### config.mk
export PLATFORM = sky130hd
export DESIGN_NAME = spi_reg_burst
export DESIGN_NICKNAME = d
export VERILOG_FILES = /design/src/rtl/spi_reg_pkg.sv /design/src/rtl/spi_edge_sync.sv /design/src/rtl/spi_reg_burst.sv
export SDC_FILE = /design/constraint.sdc
export NUM_CORES = 1
export LEC_CHECK = 0
export ABC_AREA = 1
export CELL_PAD_IN_SITES_DETAIL_PLACEMENT = 1
export CELL_PAD_IN_SITES_GLOBAL_PLACEMENT = 1
export CORE_ASPECT_RATIO = 0.6
export CORE_MARGIN = 5
export CORE_UTILIZATION = 42
export CTS_BUF_LIST = sky130_fd_sc_hd__clkbuf_16
export CTS_CLUSTER_DIAMETER = 80
export DETAILED_ROUTE_END_ITERATION = 8
export PLACE_DENSITY = 0.9
export SYNTH_ARGS = -nofsm -noshare
export SYNTH_HDL_FRONTEND = slang
export SYNTH_SLANG_ARGS = --single-unit
### constraint.sdc
create_clock -name clk -period 4.3 [get_ports clk]
set_clock_uncertainty 0.15 [all_clocks]
set_input_delay 1.075 -clock clk [delete_from_list [all_inputs] [get_ports clk]]
set_output_delay 1.075 -clock clk [all_outputs]
set_load 0.1 [all_outputs]
### src/rtl/spi_reg_pkg.sv
// Shared types, command field positions and SPI mode decode for the
// SPI register-burst bridge.
package spi_reg_pkg;

    typedef enum logic [1:0] {
        IDLE,
        CMD,
        LOAD,
        DATA
    } state_e;

    // Command field positions, counted down from the command word MSB.
    localparam int unsigned CMD_RW_OFS = 1;
    localparam int unsigned CMD_TW_OFS = 3;

    function automatic logic sample_on_rising(input logic cpol, input logic cpha);
        return ~(cpol ^ cpha);
    endfunction

endpackage

### src/rtl/spi_edge_sync.sv
// Two-flop synchroniser for an asynchronous SPI pin, with a one-clk pulse on
// either transition; the synchronised level gives the transition direction.
module spi_edge_sync #(
    parameter logic RST_VAL = 1'b0
) (
    input  logic clk,
    input  logic rstb,
    input  logic din,
    output logic level,
    output logic toggle
);

    logic meta_q;
    logic sync_q;
    logic prev_q;

    always_ff @(posedge clk or negedge rstb) begin
        if (!rstb) begin
            meta_q <= RST_VAL;
            sync_q <= RST_VAL;
            prev_q <= RST_VAL;
        end else begin
            meta_q <= din;
            sync_q <= meta_q;
            prev_q <= sync_q;
        end
    end

    assign level  = sync_q;
    assign toggle = sync_q ^ prev_q;

endmodule

### src/rtl/spi_reg_burst.sv
// SPI slave to register-bus bridge: one command word per frame, then single
// or burst word reads/writes while spi_cs_n stays low.
module spi_reg_burst
    import spi_reg_pkg::*;
#(
    parameter int unsigned ADDR_W   = 5,
    parameter int unsigned REG_W    = 32,
    parameter int unsigned CMD_W    = 8,
    parameter int unsigned AUTO_INC = 1
) (
    input  logic              clk,
    input  logic              rstb,
    input  logic              ena,
    input  logic              cpol,
    input  logic              cpha,
    input  logic              spi_clk,
    input  logic              spi_cs_n,
    input  logic              spi_mosi,
    output logic              spi_miso,
    output logic [ADDR_W-1:0] reg_addr,
    output logic              reg_rw,
    output logic [1:0]        txn_width,
    output logic              reg_addr_v,
    input  logic [REG_W-1:0]  reg_data_i,
    output logic [REG_W-1:0]  reg_data_o,
    output logic              reg_data_o_dv,
    output logic [7:0]        burst_cnt
);

    localparam int unsigned SH_W  = (REG_W > CMD_W) ? REG_W : CMD_W;
    localparam int unsigned CNT_W = $clog2(SH_W + 1);
    localparam logic [CNT_W-1:0] CMD_LAST = CNT_W'(CMD_W - 1);
    localparam logic [CNT_W-1:0] REG_LAST = CNT_W'(REG_W - 1);

    logic clk_lvl, clk_evt;
    logic cs_lvl, cs_evt;
    logic mosi_meta_q, mosi_q;

    spi_edge_sync #(.RST_VAL(1'b0)) u_clk_sync (
        .clk    (clk),
        .rstb   (rstb),
        .din    (spi_clk),
        .level  (clk_lvl),
        .toggle (clk_evt)
    );

    spi_edge_sync #(.RST_VAL(1'b1)) u_cs_sync (
        .clk    (clk),
        .rstb   (rstb),
        .din    (spi_cs_n),
        .level  (cs_lvl),
        .toggle (cs_evt)
    );

    always_ff @(posedge clk or negedge rstb) begin
        if (!rstb) begin
            mosi_meta_q <= 1'b0;
            mosi_q      <= 1'b0;
        end else begin
            mosi_meta_q <= spi_mosi;
            mosi_q      <= mosi_meta_q;
        end
    end

    // CS counts as low in the cycle its rising edge appears, so a word whose
    // final sample coincides with CS release still completes.
    logic cs_active, cs_fall, smp_rise, sample_edge, change_edge;
    assign cs_active   = ~cs_lvl | cs_evt;
    assign cs_fall     = cs_evt & ~cs_lvl;
    assign smp_rise    = sample_on_rising(cpol, cpha);
    assign sample_edge = cs_active & clk_evt & (clk_lvl == smp_rise);
    assign change_edge = cs_active & clk_evt & (clk_lvl != smp_rise);

    state_e            state_q, state_d;
    logic [CNT_W-1:0]  bit_cnt_q, bit_cnt_d;
    logic [SH_W-1:0]   shift_q, shift_d;
    logic [ADDR_W-1:0] addr_q, addr_d;
    logic              rw_q, rw_d;
    logic [1:0]        txn_q, txn_d;
    logic [REG_W-1:0]  data_o_q, data_o_d;
    logic              dv_q, dv_d;
    logic              inc_pend_q, inc_pend_d;
    logic [7:0]        burst_q, burst_d;

    logic [SH_W-1:0]  shift_in;
    logic [CMD_W-1:0] cmd;
    logic [7:0]       burst_inc;
    assign shift_in  = {shift_q[SH_W-2:0], mosi_q};
    assign cmd       = shift_in[CMD_W-1:0];
    assign burst_inc = (burst_q == 8'hFF) ? burst_q : burst_q + 8'd1;

    always_ff @(posedge clk or negedge rstb) begin
        if (!rstb) begin
            state_q    <= IDLE;
            bit_cnt_q  <= '0;
            shift_q    <= '0;
            addr_q     <= '0;
            rw_q       <= 1'b0;
            txn_q      <= 2'b11;
            data_o_q   <= '0;
            dv_q       <= 1'b0;
            inc_pend_q <= 1'b0;
            burst_q    <= '0;
        end else begin
            state_q    <= state_d;
            bit_cnt_q  <= bit_cnt_d;
            shift_q    <= shift_d;
            addr_q     <= addr_d;
            rw_q       <= rw_d;
            txn_q      <= txn_d;
            data_o_q   <= data_o_d;
            dv_q       <= dv_d;
            inc_pend_q <= inc_pend_d;
            burst_q    <= burst_d;
        end
    end

    always_comb begin
        state_d    = state_q;
        bit_cnt_d  = bit_cnt_q;
        shift_d    = shift_q;
        addr_d     = addr_q;
        rw_d       = rw_q;
        txn_d      = txn_q;
        data_o_d   = data_o_q;
        dv_d       = 1'b0;
        inc_pend_d = inc_pend_q;
        burst_d    = burst_q;
        if (ena) begin
            // Write bursts advance the address one cycle after the strobe.
            if (inc_pend_q) begin
                inc_pend_d = 1'b0;
                if (AUTO_INC != 0) addr_d = addr_q + ADDR_W'(1);
            end
            unique case (state_q)
                IDLE: begin
                    if (cs_fall) begin
                        state_d   = CMD;
                        bit_cnt_d = '0;
                        burst_d   = '0;
                    end
                end
                CMD: begin
                    if (sample_edge) begin
                        shift_d = shift_in;
                        if (bit_cnt_q == CMD_LAST) begin
                            bit_cnt_d = '0;
                            rw_d      = cmd[CMD_W-CMD_RW_OFS];
                            txn_d     = cmd[CMD_W-CMD_TW_OFS +: 2];
                            addr_d    = cmd[ADDR_W-1:0];
                            state_d   = cmd[CMD_W-CMD_RW_OFS] ? DATA : LOAD;
                        end else begin
                            bit_cnt_d = bit_cnt_q + CNT_W'(1);
                        end
                    end
                end
                LOAD: begin
                    shift_d = SH_W'(reg_data_i);
                    state_d = DATA;
                end
                DATA: begin
                    if (rw_q) begin
                        if (sample_edge) begin
                            shift_d = shift_in;
                            if (bit_cnt_q == REG_LAST) begin
                                bit_cnt_d  = '0;
                                data_o_d   = shift_in[REG_W-1:0];
                                dv_d       = 1'b1;
                                inc_pend_d = 1'b1;
                                burst_d    = burst_inc;
                            end else begin
                                bit_cnt_d = bit_cnt_q + CNT_W'(1);
                            end
                        end
                    end else if (sample_edge) begin
                        if (bit_cnt_q == REG_LAST) begin
                            bit_cnt_d = '0;
                            burst_d   = burst_inc;
                            state_d   = LOAD;
                            if (AUTO_INC != 0) addr_d = addr_q + ADDR_W'(1);
                        end else begin
                            bit_cnt_d = bit_cnt_q + CNT_W'(1);
                        end
                    end else if (change_edge && bit_cnt_q != '0) begin
                        shift_d = shift_q << 1;
                    end
                end
                default: state_d = IDLE;
            endcase
            // CS level rather than its edge, so a release missed while ena was
            // low still ends the frame.
            if (state_q != IDLE && cs_lvl) state_d = IDLE;
        end
    end

    always_comb begin
        spi_miso = 1'b0;
        if (state_q == LOAD) begin
            spi_miso = reg_data_i[REG_W-1];
        end else if (state_q == DATA && !rw_q) begin
            spi_miso = shift_q[REG_W-1];
        end
    end

    assign reg_addr      = addr_q;
    assign reg_rw        = rw_q;
    assign txn_width     = txn_q;
    assign reg_addr_v    = ena & (state_q == LOAD);
    assign reg_data_o    = data_o_q;
    assign reg_data_o_dv = dv_q;
    assign burst_cnt     = burst_q;

endmodule

==> reports/results.ini <==
[cts]
cts_htree_levels=3
cts_buffers=9
cts-root-buf=clkbuf_16
clkLatencyLatePin_ns=0.35
hold_buffers=0
cts_tree=yes
clockBufferDepth=2
cts_sinks=98
cts_resized=0
clkSlewWorstSetupHoldPaths_ns=0.07
postCtsSetupRepairBufs=0

[hold_path]
whs_path_depth=0
hold_path.class=flip-flop to flip-flop
min_from=u_clk_sync.meta_q$_DFF_PN0_
holdPathEnd=u_clk_sync.level$_DFF_PN0_

[setup_path]
worstReg2RegStart=state_q[0]$_DFFE_PN0P_
reg2reg_depth=8
crit_path_max_fanout=13
reg2reg_to=shift_q[25]$_DFFE_PN0P_
ff2ff_setup_slack_ns=1.55
end_kind=primary output
crit_required_ns=3.07
start_kind=flip-flop
path_class=flip-flop to primary output
cp.arrival_ns=2.23

[run_status]
status=completed

[pwr]
leakage_nw=2.78
power_density_nw_per_um2=542
total_power_mw=3.37
ir_drop_mv=0.249

[timing]
tightest_slew_ns=1.03
fin_tns_setup_ns=0
fmax_mhz=290
hold_viol=0
maxSlewHeadroom_pct=31.5
fin_crit_ns=3.45
rsz0062_at_grt=false
post-route-period-util_pct=80.3
report.final.slew_viol_count=0
setup_violations=0

[grt]
antenna_found_initial=0
grt_max_degree=80
grt_pass1_vias=4996
overflow=0
grt_pass1_wl_um=25900
grt_usage_pct=23.2

[die]
io-pin-count=91
fp.dieW_um=150
die_h_um=94.0
dieArea_um2=14100
start_util_pct=43.3
core-area_um2=11400
row_count=30

[synth]
synth-seq-area-share_pct=49.8
synth-main-ff-cell=dfrtp_1
ys_types=41
yosysWarnings=0
synth.net_count=660
synth_edf_count=0
synth_area_um2=4940
synthArstFlopShare_pct=100
syn_inst=612
ys_seq_elements=98
postSynthAreaPerCell_um2=8.07

[drt]
firstDrtPassIters=4
wl_per_cell_um=18.3
drc=0
vias_per_cell=5.21
detail-route-antenna-nets=0
vias=4483
first_iter_violations=261
wl_um=15700

[layout]
layout_commonest_cell=nand2_1
fillers=1423
antenna_cells=0
mostFrequentLayoutCells=nand2_1 (172), dfrtp_1 (93), clkdlybuf4s50_1 (87)
syn_to_final_growth_pct=25.9
fin_util_pct=54.5
drive_above_1_share_pct=7.70
final_nets=744

[placed_design]
hpwl_um=11300
place_congestion=0.892
port_buffers=90

[flow_run]
drv_cap=0

[cell type report]
cell class / count / area, µm² / share of cell area [%]
flip-flops and latches: 98 / 2460 / 39.5
multi-input cells: 411 / 2020 / 32.4
repair buffers: 99 / 973 / 15.7
inverters: 77 / 289 / 4.65
clock buffers: 9 / 225 / 3.62
well taps: 160 / 200 / 3.22
clock inverters: 7 / 55.1 / 0.885
[Yosys cell counts, types with 2 or more instances]
master / count / area (µm²)
a21oi_1: 7 / 35.0
buf_2: 10 / 50.1
buf_6: 6 / 67.6
clkbuf_1: 7 / 26.3
dfrtp_1: 93 / 2330
dfstp_2: 5 / 131
ha_1: 8 / 100
inv_1: 75 / 282
inv_2: 2 / 7.51
nand2_1: 172 / 646
nand3_1: 39 / 195
nand3_2: 2 / 20.0
nand4_1: 6 / 37.5
nand4_2: 2 / 25.0
nor2_1: 27 / 101
nor2_2: 2 / 12.5
nor2_4: 3 / 33.8
nor3_1: 2 / 10.0
o21ai_0: 61 / 305
o21ai_1: 58 / 290
o21ai_2: 3 / 26.3
xor2_1: 3 / 26.3
[power breakdown]
| group | leakage, nW | switching, mW | internal [mW] | total [mW] |
|---|---|---|---|---|
| Combinational | 1.38 | 0.991 | 0.378 | 1.37 |
| Sequential | 1.27 | 0.115 | 1.11 | 1.23 |
| Clock | 0.127 | 0.381 | 0.397 | 0.778 |
| Total | 2.78 | 1.49 | 1.88 | 3.37 |
[cells by family after synthesis]
logic type                 count (synthesis)  synth area share [%]
AOI/OAI and AO/OA                        134                  14.1
buffers and inverters                    103                  9.40
and+or+nand+nor                          264                  23.8
DFF                                       98                  49.8
adders and majority gates                  8                  2.03
xor gates and xnor gates                   4                 0.710
muxes                                      1                 0.228
[worst max path at each step]
stage / depth (start not counted) / startpoint / endpoint
after floorplan: 3 / ena / reg_addr_v
after global placement: 11 / cpol / reg_data_o[6]$_DFFE_PN0P_
after detailed placement: 11 / cpol / reg_data_o[5]$_DFFE_PN0P_
after CTS: 6 / state_q[0]$_DFFE_PN0P_ / spi_miso
after global routing: 6 / state_q[0]$_DFFE_PN0P_ / spi_miso
final: 6 / state_q[0]$_DFFE_PN0P_ / spi_miso
[layer usage]
layer	share of wire, %	GRT usage [%]	up-vias
li1	-	-	2128
met1	46	30.7	2228
met2	48	39.2	102
met3	4.4	4.24	25
met4	1.6	6.93	0
met5	0	0	-
[through the flow]
| stage | area, µm² | cells | setup slack [ns] | hold slack (ns) |
|---|---|---|---|---|
| 6_report | 6220 | 861 | 0.846 | 0.201 |
| 5_1_grt | 6220 | 861 | 0.698 | 0.207 |
| 4_1_cts | 6220 | 861 | 0.827 | 0.204 |
| 3_5_place_dp | 5940 | 845 | 0.762 | 0.189 |
| 3_3_place_gp | 5940 | 845 | 0.876 | 0.189 |
| 2_1_floorplan | 4940 | 612 | 1.08 | 0.181 |
[flip-flops by register name (all words and copies together) (netlist names), 2 cells and up]
register / count
reg_data_o: 32
bit_cnt_q: 6
state_q: 2
txn_width: 2
burst_cnt: 8
shift_q: 32
reg_addr: 5
[worst max-delay path, stage by stage (launching register included)]
cell     delay, ns
dfrtp_1       0.44
inv_1         0.13
ha_1          0.55
buf_4         0.30
nand2_1       0.09
nand2_1       0.08
buf_4         0.29
Power figures use the tool's default switching activity.
